[config.mk]
export PLATFORM = sky130hd
export DESIGN_NAME = digit_serial_adder
export DESIGN_NICKNAME = d
export VERILOG_FILES = /design/src/rtl/adder_pkg.sv /design/src/rtl/fa_mux_cell.sv /design/src/rtl/digit_serial_adder.sv
export SDC_FILE = /design/constraint.sdc
export NUM_CORES = 1
export LEC_CHECK = 0
export ABC_AREA = 1
export CORE_ASPECT_RATIO = 1.25
export CORE_UTILIZATION = 51
export CTS_CLUSTER_SIZE = 14
export DETAILED_ROUTE_END_ITERATION = 7
export PLACE_DENSITY = 0.83
export SLEW_MARGIN = 20
export SYNTH_ARGS = -nofsm -noshare
export SYNTH_HDL_FRONTEND = slang
export SYNTH_SLANG_ARGS = --single-unit
export TNS_END_PERCENT = 50
[constraint.sdc]
create_clock -name clk -period 1.4 [get_ports clk]
set_input_delay 0.42 -clock clk [delete_from_list [all_inputs] [get_ports clk]]
set_output_delay 0.42 -clock clk [all_outputs]
set_load 0.005 [all_outputs]
[src/rtl/adder_pkg.sv]
// rtl/adder_pkg.sv - shared state encoding for the digit-serial adder
package adder_pkg;

   typedef enum logic [1:0] {
      IDLE = 2'd0,
      RUN  = 2'd1,
      DONE = 2'd2
   } state_t;

endpackage

[src/rtl/fa_mux_cell.sv]
// rtl/fa_mux_cell.sv - 1-bit full adder built from two 4:1 muxes selected by {b,c}
module fa_mux_cell (
   input  logic a,
   input  logic b,
   input  logic c,
   output logic s,
   output logic co
);

   logic [1:0] sel;
   assign sel = {b, c};

   always_comb begin
      s  = a;
      co = 1'b0;
      case (sel)
         2'b00: begin s = a;  co = 1'b0; end
         2'b01: begin s = ~a; co = a;    end
         2'b10: begin s = ~a; co = a;    end
         2'b11: begin s = a;  co = 1'b1; end
         default: begin s = a; co = 1'b0; end
      endcase
   end

endmodule

[src/rtl/digit_serial_adder.sv]
// rtl/digit_serial_adder.sv - digit-serial add/subtract, DIGIT bits per cycle, LSB digit first
module digit_serial_adder
   import adder_pkg::*;
#(
   parameter int WIDTH = 8,
   parameter int DIGIT = 1
) (
   input  logic             clk,
   input  logic             rst,
   input  logic             in_valid,
   output logic             in_ready,
   input  logic [WIDTH-1:0] a,
   input  logic [WIDTH-1:0] b,
   input  logic             cin,
   input  logic             sub,
   output logic             out_valid,
   input  logic             out_ready,
   output logic [WIDTH-1:0] sum,
   output logic             cout,
   output logic             ovf
);

   localparam int NDIG = (DIGIT >= 1) ? WIDTH / DIGIT : 1;
   localparam int CW   = (NDIG > 1) ? $clog2(NDIG) : 1;
   localparam logic [CW-1:0] LAST = CW'(NDIG - 1);

   generate
      if ((DIGIT < 1) || (WIDTH % DIGIT != 0)) begin : g_bad_param
         $error("digit_serial_adder: WIDTH must be a positive multiple of DIGIT");
      end
   endgenerate

   state_t           state, state_nxt;
   logic [WIDTH-1:0] a_reg, b_reg, sum_reg, sum_shift;
   logic [CW-1:0]    cnt;
   logic             carry, cout_reg, ovf_reg;
   logic [DIGIT:0]   chain;
   logic [DIGIT-1:0] dig_sum;
   logic             accept, last;

   // Operands shift right each RUN cycle, so the current digit is always in the low bits.
   assign chain[0] = carry;

   generate
      for (genvar i = 0; i < DIGIT; i++) begin : g_cell
         fa_mux_cell u_cell (
            .a  (a_reg[i]),
            .b  (b_reg[i]),
            .c  (chain[i]),
            .s  (dig_sum[i]),
            .co (chain[i+1])
         );
      end
      if (DIGIT == WIDTH) begin : g_sum_full
         assign sum_shift = dig_sum;
      end else begin : g_sum_shift
         assign sum_shift = {dig_sum, sum_reg[WIDTH-1:DIGIT]};
      end
   endgenerate

   assign in_ready  = (state == IDLE) && !rst;
   assign out_valid = (state == DONE);
   assign accept    = in_valid && in_ready;
   assign last      = (cnt == LAST);
   assign sum       = sum_reg;
   assign cout      = cout_reg;
   assign ovf       = ovf_reg;

   always_comb begin
      state_nxt = state;
      case (state)
         IDLE:    if (accept)    state_nxt = RUN;
         RUN:     if (last)      state_nxt = DONE;
         DONE:    if (out_ready) state_nxt = IDLE;
         default:                state_nxt = IDLE;
      endcase
   end

   always_ff @(posedge clk) begin
      if (rst) begin
         state    <= IDLE;
         a_reg    <= '0;
         b_reg    <= '0;
         sum_reg  <= '0;
         cnt      <= '0;
         carry    <= 1'b0;
         cout_reg <= 1'b0;
         ovf_reg  <= 1'b0;
      end else begin
         state <= state_nxt;
         if (accept) begin
            // Subtraction is A + ~B + 1; the forced carry-in supplies the +1.
            a_reg   <= a;
            b_reg   <= sub ? ~b : b;
            carry   <= sub ? 1'b1 : cin;
            sum_reg <= '0;
            cnt     <= '0;
         end else if (state == RUN) begin
            a_reg   <= a_reg >> DIGIT;
            b_reg   <= b_reg >> DIGIT;
            sum_reg <= sum_shift;
            carry   <= chain[DIGIT];
            cnt     <= cnt + 1'b1;
            if (last) begin
               cout_reg <= chain[DIGIT];
               ovf_reg  <= chain[DIGIT] ^ chain[DIGIT-1];
            end
         end
      end
   end

endmodule

==> impl_metrics.tcl, run 1 <==
set metrics [dict create \
    ys_seq_area_frac 0.376 \
    power.density_nw_per_um2 925 \
    synth-edff-count 0 \
    cts-buffers-inserted 5 \
    post-route-util 0.714 \
    synth_cells 257 \
    synthArstFlopShare 0 \
    synth_top_area_share 0.376 \
    critPathBufInv 2 \
    routed_wl_um 3830 \
    reg2reg_slack_ns 0.07 \
    routed_via_density 5.01 \
    critPathMaxFanout 2 \
    leakage_uw 0.00118 \
    worstSetupPathType "input pin to primary output" \
    fmax_mhz 724 \
    grtUsageTotal 0.244 \
    cts_tree "done" \
    nets 331 \
    irDropWorstVdd_uv 695 \
    maxCapViolCount 0 \
    path_cells "dlygate4sd2_1 -> nor2_4 -> buf_2" \
    p_sw_uw 575 \
    detail_route.wl_per_cell_um 11.1 \
    hp-class "flip-flop to flip-flop" \
    cts-root-buf "clkbuf_8" \
    cp_data_required_time_ns 0.98 \
    clock_sinks 32 \
    synth_nets 282 \
    critPathArrivalTime_ns 0.96 \
    status "finished clean" \
    min_period_ns 1.38 \
    cp_top_family "buffers and inverters" \
    slew_violations 0 \
    dr.first_iter.drc_count 40 \
    yosys_warnings 0 \
    insertedDiodeCount 0 \
    drive_gt1_frac 0.176 \
    place_inst 331 \
    grt_pass1_vias 1537 \
    vias 1725 \
    rows 23 \
    yosys-top-cells-area "dfxtp_1 38%, nand2_1 22%, nand3_1 7.9%" \
    hold_viol_final 0 \
    ys_types 25 \
    syn_area_um2 1700 \
    cp-end-kind "primary output" \
    htreeDepth 2 \
    place.detailed.hpwl_um 2590 \
    die_w_um 53.7 \
    cp-start-kind "input pin" \
    p_int_uw 1530 \
    seq_power_share 0.464 \
    cts.clk_slew.worst_paths_ns 0.06 \
    rsz0062_at_grt "yes" \
    grt_overflow_total 0 \
    synth_top_cell_by_area "dfxtp_1" \
    switching_share 0.272 \
    syn2layout_area_growth_pct 34.0 \
    fin_crit_sh 0.987 \
    worst_pin_slew_ns 0.276 \
    ctsHoldBuffers 0 \
    antenna_found_initial 0 \
    synth_seq_cells 32 \
    synthFlopType "dfxtp_1" \
    clk_latency_ns 0.29 \
    grt_pass1_wl_um 6250 \
    finalSetupViolCount 0 \
    io_pins 34 \
    dieArea_um2 3570 \
    dr.pass1.iters 4 \
    drc_errors 0 \
    core_area_um2 3190 \
    die_y_um 66.6 \
    finalClockSkew_ns 0.00302 \
    maxSlewHeadroom 0.816 \
    max_stage_delay_ns 0.28 \
    final_antenna_net_count 0 \
    clockBufferDepth 2 \
    port_buffers 33 \
    cp_slowest_cell "dlygate4sd2_1" \
    syn_area_per_cell_um2 6.62 \
    holdWs_ns 0.463 \
    start_util 0.533 \
    clkPwrFrac 0.356 \
    pwr-share-comb 0.180 \
    grt_start_max_net_pins 29 \
    gp_congestion 0.783 \
    fin_cells 344 \
]
-- final timing paths --
kind	startpoint	to	cells past startpoint
worst max-delay path	rst	in_ready	3
worst min-delay path	cout	cout	2
worst max register to register	state[1]	b_reg[3]	8
worst min register to register	cout	cout	2
-- stage by stage --
step	setup WS (ns)	total power, uW	cell area, um^2	setup TNS, ns
floorplan	0.164	1220	1700	0
global placement	-0.554	1340	2120	-13.72
CTS	-0.00711	2090	2230	-0.00711
detailed placement	-0.545	1350	2120	-13.91
global route	-0.0321	2190	2280	-0.0650
finish	0.0183	2110	2280	0
-- kinds of logic (layout without fill, tap and decap cells) --
family / count (synthesis) / in the layout / synth area share
flip-flops: 32 / 32 / 0.376
AO/OA/AOI/OAI: 27 / 27 / 0.0809
buffers and inverters: 48 / 97 / 0.129
AND/OR/NAND/NOR: 144 / 145 / 0.371
adder cells (fa/ha/maj): 3 / 3 / 0.0265
XOR/XNOR: 3 / 3 / 0.0154
-- power by group through the flow --
stage	Sequential, uW	Clock (uW)	Combinational [uW]
2_1_floorplan	994	0	223
3_3_place_gp	996	0	345
3_5_place_dp	998	0	353
4_1_cts	978	757	357
5_1_grt	983	789	421
6_report	978	751	380
-- cells in the mapped netlist, types with 3 or more instances --
master and instances:
nand2_1 101, dfxtp_1 32, inv_1 30, nand3_1 27, a21oi_1 20, nand4_1 7
o21ai_1 5, buf_2 4, inv_2 4, buf_4 3, buf_6 3, nor2_1 3
nor2_4 3
-- cells in the final DEF, fill, tap and decap left out, drive strengths merged --
cell / netlist / layout
a21oi: 20 / 20
buf: 11 / 24
clkbuf: 3 / 8
clkdlybuf4s50: 0 / 20
dfxtp: 32 / 32
dlygate4sd2: 0 / 11
fa: 1 / 1
ha: 2 / 2
inv: 34 / 34
nand2: 101 / 101
nand3: 28 / 28
nand4: 7 / 7
nor2: 7 / 8
nor3: 1 / 1
o21a: 1 / 1
o21ai: 6 / 6
xnor2: 1 / 1
xor2: 2 / 2
-- cell type report --
class | count | area (um^2)
Fill cell | 275 | 913
Multi-Input combinational cell | 178 | 873
Sequential cell | 32 | 651
Timing Repair Buffer | 55 | 490
Inverter | 34 | 130
Clock buffer | 8 | 90.1
Tap cell | 37 | 46.3
-- timing repair --
action                                  CTS  global route
pin swaps                                 2             4
buffers inserted                          3             0
resized for setup                        32            11
endpoints found under the setup margin   41            27
gates cloned                              0             2
-- routing by layer --
layer  wire [um]  GRT usage  vias to the layer above
li1            -          -                      901
met1        1670      0.260                      794
met2        1980      0.434                       23
met3         104     0.0616                        7
met4          71      0.109                        0
met5           0          0                        -
-- tightest hold or removal path: cells and delay by family (launching register included) --
kind               cells  cell delay [ns]
DFF                    1             0.31
and+or+nand+nor        1             0.06
AOI/OAI and AO/OA      1             0.05
Power figures use the tool's default switching activity.
==> run 2, diff against run 1 <==
--- a/config.mk
+++ b/config.mk
@@ -12,4 +12,5 @@
 export DETAILED_ROUTE_END_ITERATION = 7
 export PLACE_DENSITY = 0.83
+export SETUP_SLACK_MARGIN = 0.2
 export SLEW_MARGIN = 20
 export SYNTH_ARGS = -nofsm -noshare
==> constraint.sdc (replaced) <==
create_clock -name clk -period 1.4 [get_ports clk]
set_input_delay 0.35 -clock clk [delete_from_list [all_inputs] [get_ports clk]]
set_output_delay 0.35 -clock clk [all_outputs]
set_load 0.005 [all_outputs]
==> impl_metrics.tcl, run 2 (synthesized netlist as in run 1, its figures left out) <==
set metrics [dict create \
    regArea_um2 653 \
    reg2reg_to "b_reg[5]" \
    cts_tree "done" \
    fin_cells 355 \
    core_area_um2 3190 \
    crit_top_cell "buf_6" \
    switching_share 0.275 \
    p_int_uw 1720 \
    die_w_um 53.7 \
    fin_crit_sh 1.04 \
    drc_errors 0 \
    worstSetupPathType "flip-flop to flip-flop" \
    vias 1902 \
    seq_power_share 0.414 \
    violations "setup timing" \
    cp-start-kind "flip-flop" \
    hold_depth 2 \
    port_buffers 33 \
    dieArea_um2 3570 \
    r2r_cells 10 \
    total_power_uw 2370 \
    p_sw_uw 651 \
    worst_pin_slew_ns 0.297 \
    final_common_cell "nand2_1" \
    post-route-util 0.820 \
    clkPwrFrac 0.372 \
    grt-busiest-layer "met2" \
    max_stage_delay_ns 0.35 \
    hp-class "flip-flop to flip-flop" \
    htreeDepth 2 \
    status "complete, but fails checks" \
    maxCapViolCount 0 \
    die_y_um 66.6 \
    slew_violations 0 \
    finalWorstSetupSlack_ns -0.0578 \
    clk_latency_ns 0.29 \
    r2r-start "state[0]" \
    final_antenna_net_count 0 \
    path_cells "inv_2 -> buf_6 -> buf_6 -> nor2_4 -> buf_6 -> buf_6 -> nand2_2 -> nand2_1 -> nand2_1 -> a21oi_2" \
    routed_wl_um 5120 \
    nets 342 \
    pwr-share-comb 0.213 \
    maxSlewHeadroom 0.801 \
    cts-root-buf "clkbuf_8" \
    dr.first_iter.drc_count 53 \
    insertedDiodeCount 0 \
    drive_gt1_frac 0.324 \
    cp_slowest_cell "dfxtp_2" \
    finalClockSkew_ns 0.00887 \
    leakage_uw 0.00133 \
    multi_input_area_um2 1010 \
    place.detailed.hpwl_um 2590 \
    detail_route.wl_per_cell_um 14.4 \
    antenna_found_initial 0 \
    rsz0062_at_grt "yes" \
    critPathMaxFanout 5 \
    grt_start_max_net_pins 24 \
    fmax_mhz 686 \
    tns_ns -0.311 \
    grt_pass1_vias 1686 \
    hp-start "cout" \
    grtUsageMet3 0.0616 \
    clockBufferDepth 2 \
    min_period_ns 1.46 \
    preCtsSetupSlack_ns -0.494 \
    fill_cells 194 \
    irDropWorstVdd_uv 793 \
    io_pins 34 \
    cp-end-kind "flip-flop" \
    cts-buffers-inserted 5 \
    dr.pass1.iters 7 \
    critPathArrivalTime_ns 1.68 \
    min_to "cout" \
    syn2layout_area_growth_pct 54.0 \
    final_cell_mix "81 x nand2_1, 28 x inv_1, 25 x nand3_1" \
    start_util 0.533 \
    rows 23 \
    reg2reg_slack_ns -0.06 \
    cts.clk_slew.worst_paths_ns 0.07 \
    grt_pass1_wl_um 7020 \
    hold_viol_final 0 \
    grtUsageTotal 0.276 \
    grt_overflow_total 0 \
    finalSetupViolCount 11 \
    power.density_nw_per_um2 905 \
    grt_use_met1 0.284 \
    routed_via_density 5.36 \
    globalRouteMet2Util 0.478 \
    clock_sinks 32 \
    place_inst 331 \
    gp_congestion 0.793 \
    cp_data_required_time_ns 1.62 \
]
## run 2: cell count changes in the layout (fill, tap and decap cells not counted), moves of 4 or more
cell,before,now
buf_6,3,11
clkbuf_2,0,5
dlygate4sd2_1,11,3
nand2_1,100,81
nand2_2,1,11
nand2_4,0,9
o21ai_2,0,4
## run 2: through the flow
stage	hold WS (ns)	cell area [um^2]
after floorplan	0.456	1700
after global placement	0.454	2120
after detailed placement	0.460	2120
after CTS	0.463	2420
after global routing	0.480	2620
final	0.467	2620
## run 2: area by class of cell
| class | count | share of cell area |
|---|---|---|
| tap | 37 | 0.0177 |
| inverter | 34 | 0.0549 |
| timing repair buffer | 64 | 0.236 |
| clock inverter | 2 | 0.0134 |
| multi-input combinational | 177 | 0.384 |
| sequential | 32 | 0.249 |
| timing repair inverter | 3 | 0.0167 |
| clock buffer | 6 | 0.0277 |
## run 2: how the worst max path moves through the flow
stage / from / endpoint / slack, ns / depth (start not counted)
after floorplan: carry / ovf / 0.22 / 4
after global placement: rst / in_ready / -0.51 / 4
after detailed placement: rst / in_ready / -0.49 / 4
after CTS: state[1] / in_ready / 0.03 / 5
after global routing: state[0] / b_reg[5] / -0.13 / 10
final: state[0] / b_reg[5] / -0.06 / 10
## run 2: power groups by stage
stage | sequential, uW | combinational [uW] | clock [uW]
2_1_floorplan | 994 | 223 | 0
3_3_place_gp | 996 | 346 | 0
3_5_place_dp | 998 | 354 | 0
4_1_cts | 979 | 422 | 879
5_1_grt | 986 | 544 | 920
6_report | 982 | 506 | 883
## run 2: layer usage
layer	up-vias	share of wire
met5	-	0
met4	0	0.047
met3	22	0.026
met1	905	0.39
li1	927	-
met2	48	0.54
## run 2: worst max-delay path, delay by kind of cell, from the launching register on
family	cells	cell delay, ns
flip-flops	1	0.35
buffers and inverters	5	0.51
AO/OA/AOI/OAI	1	0.15
AND/OR/NAND/NOR	4	0.38
## run 2: what timing repair did
item	in CTS	in global routing
hold buffers	0	0
buffers inserted	8	3
gates cloned	4	1
endpoints found under the setup margin	42	43
resized for setup	62	56
pin swaps	5	14
==> run 3, diff against run 2 <==
Settings changed: CTS_CLUSTER_SIZE 14 to unset.
==> results of run 3 <==
The final DEF is identical to that of run 2; final timing and power are the same.
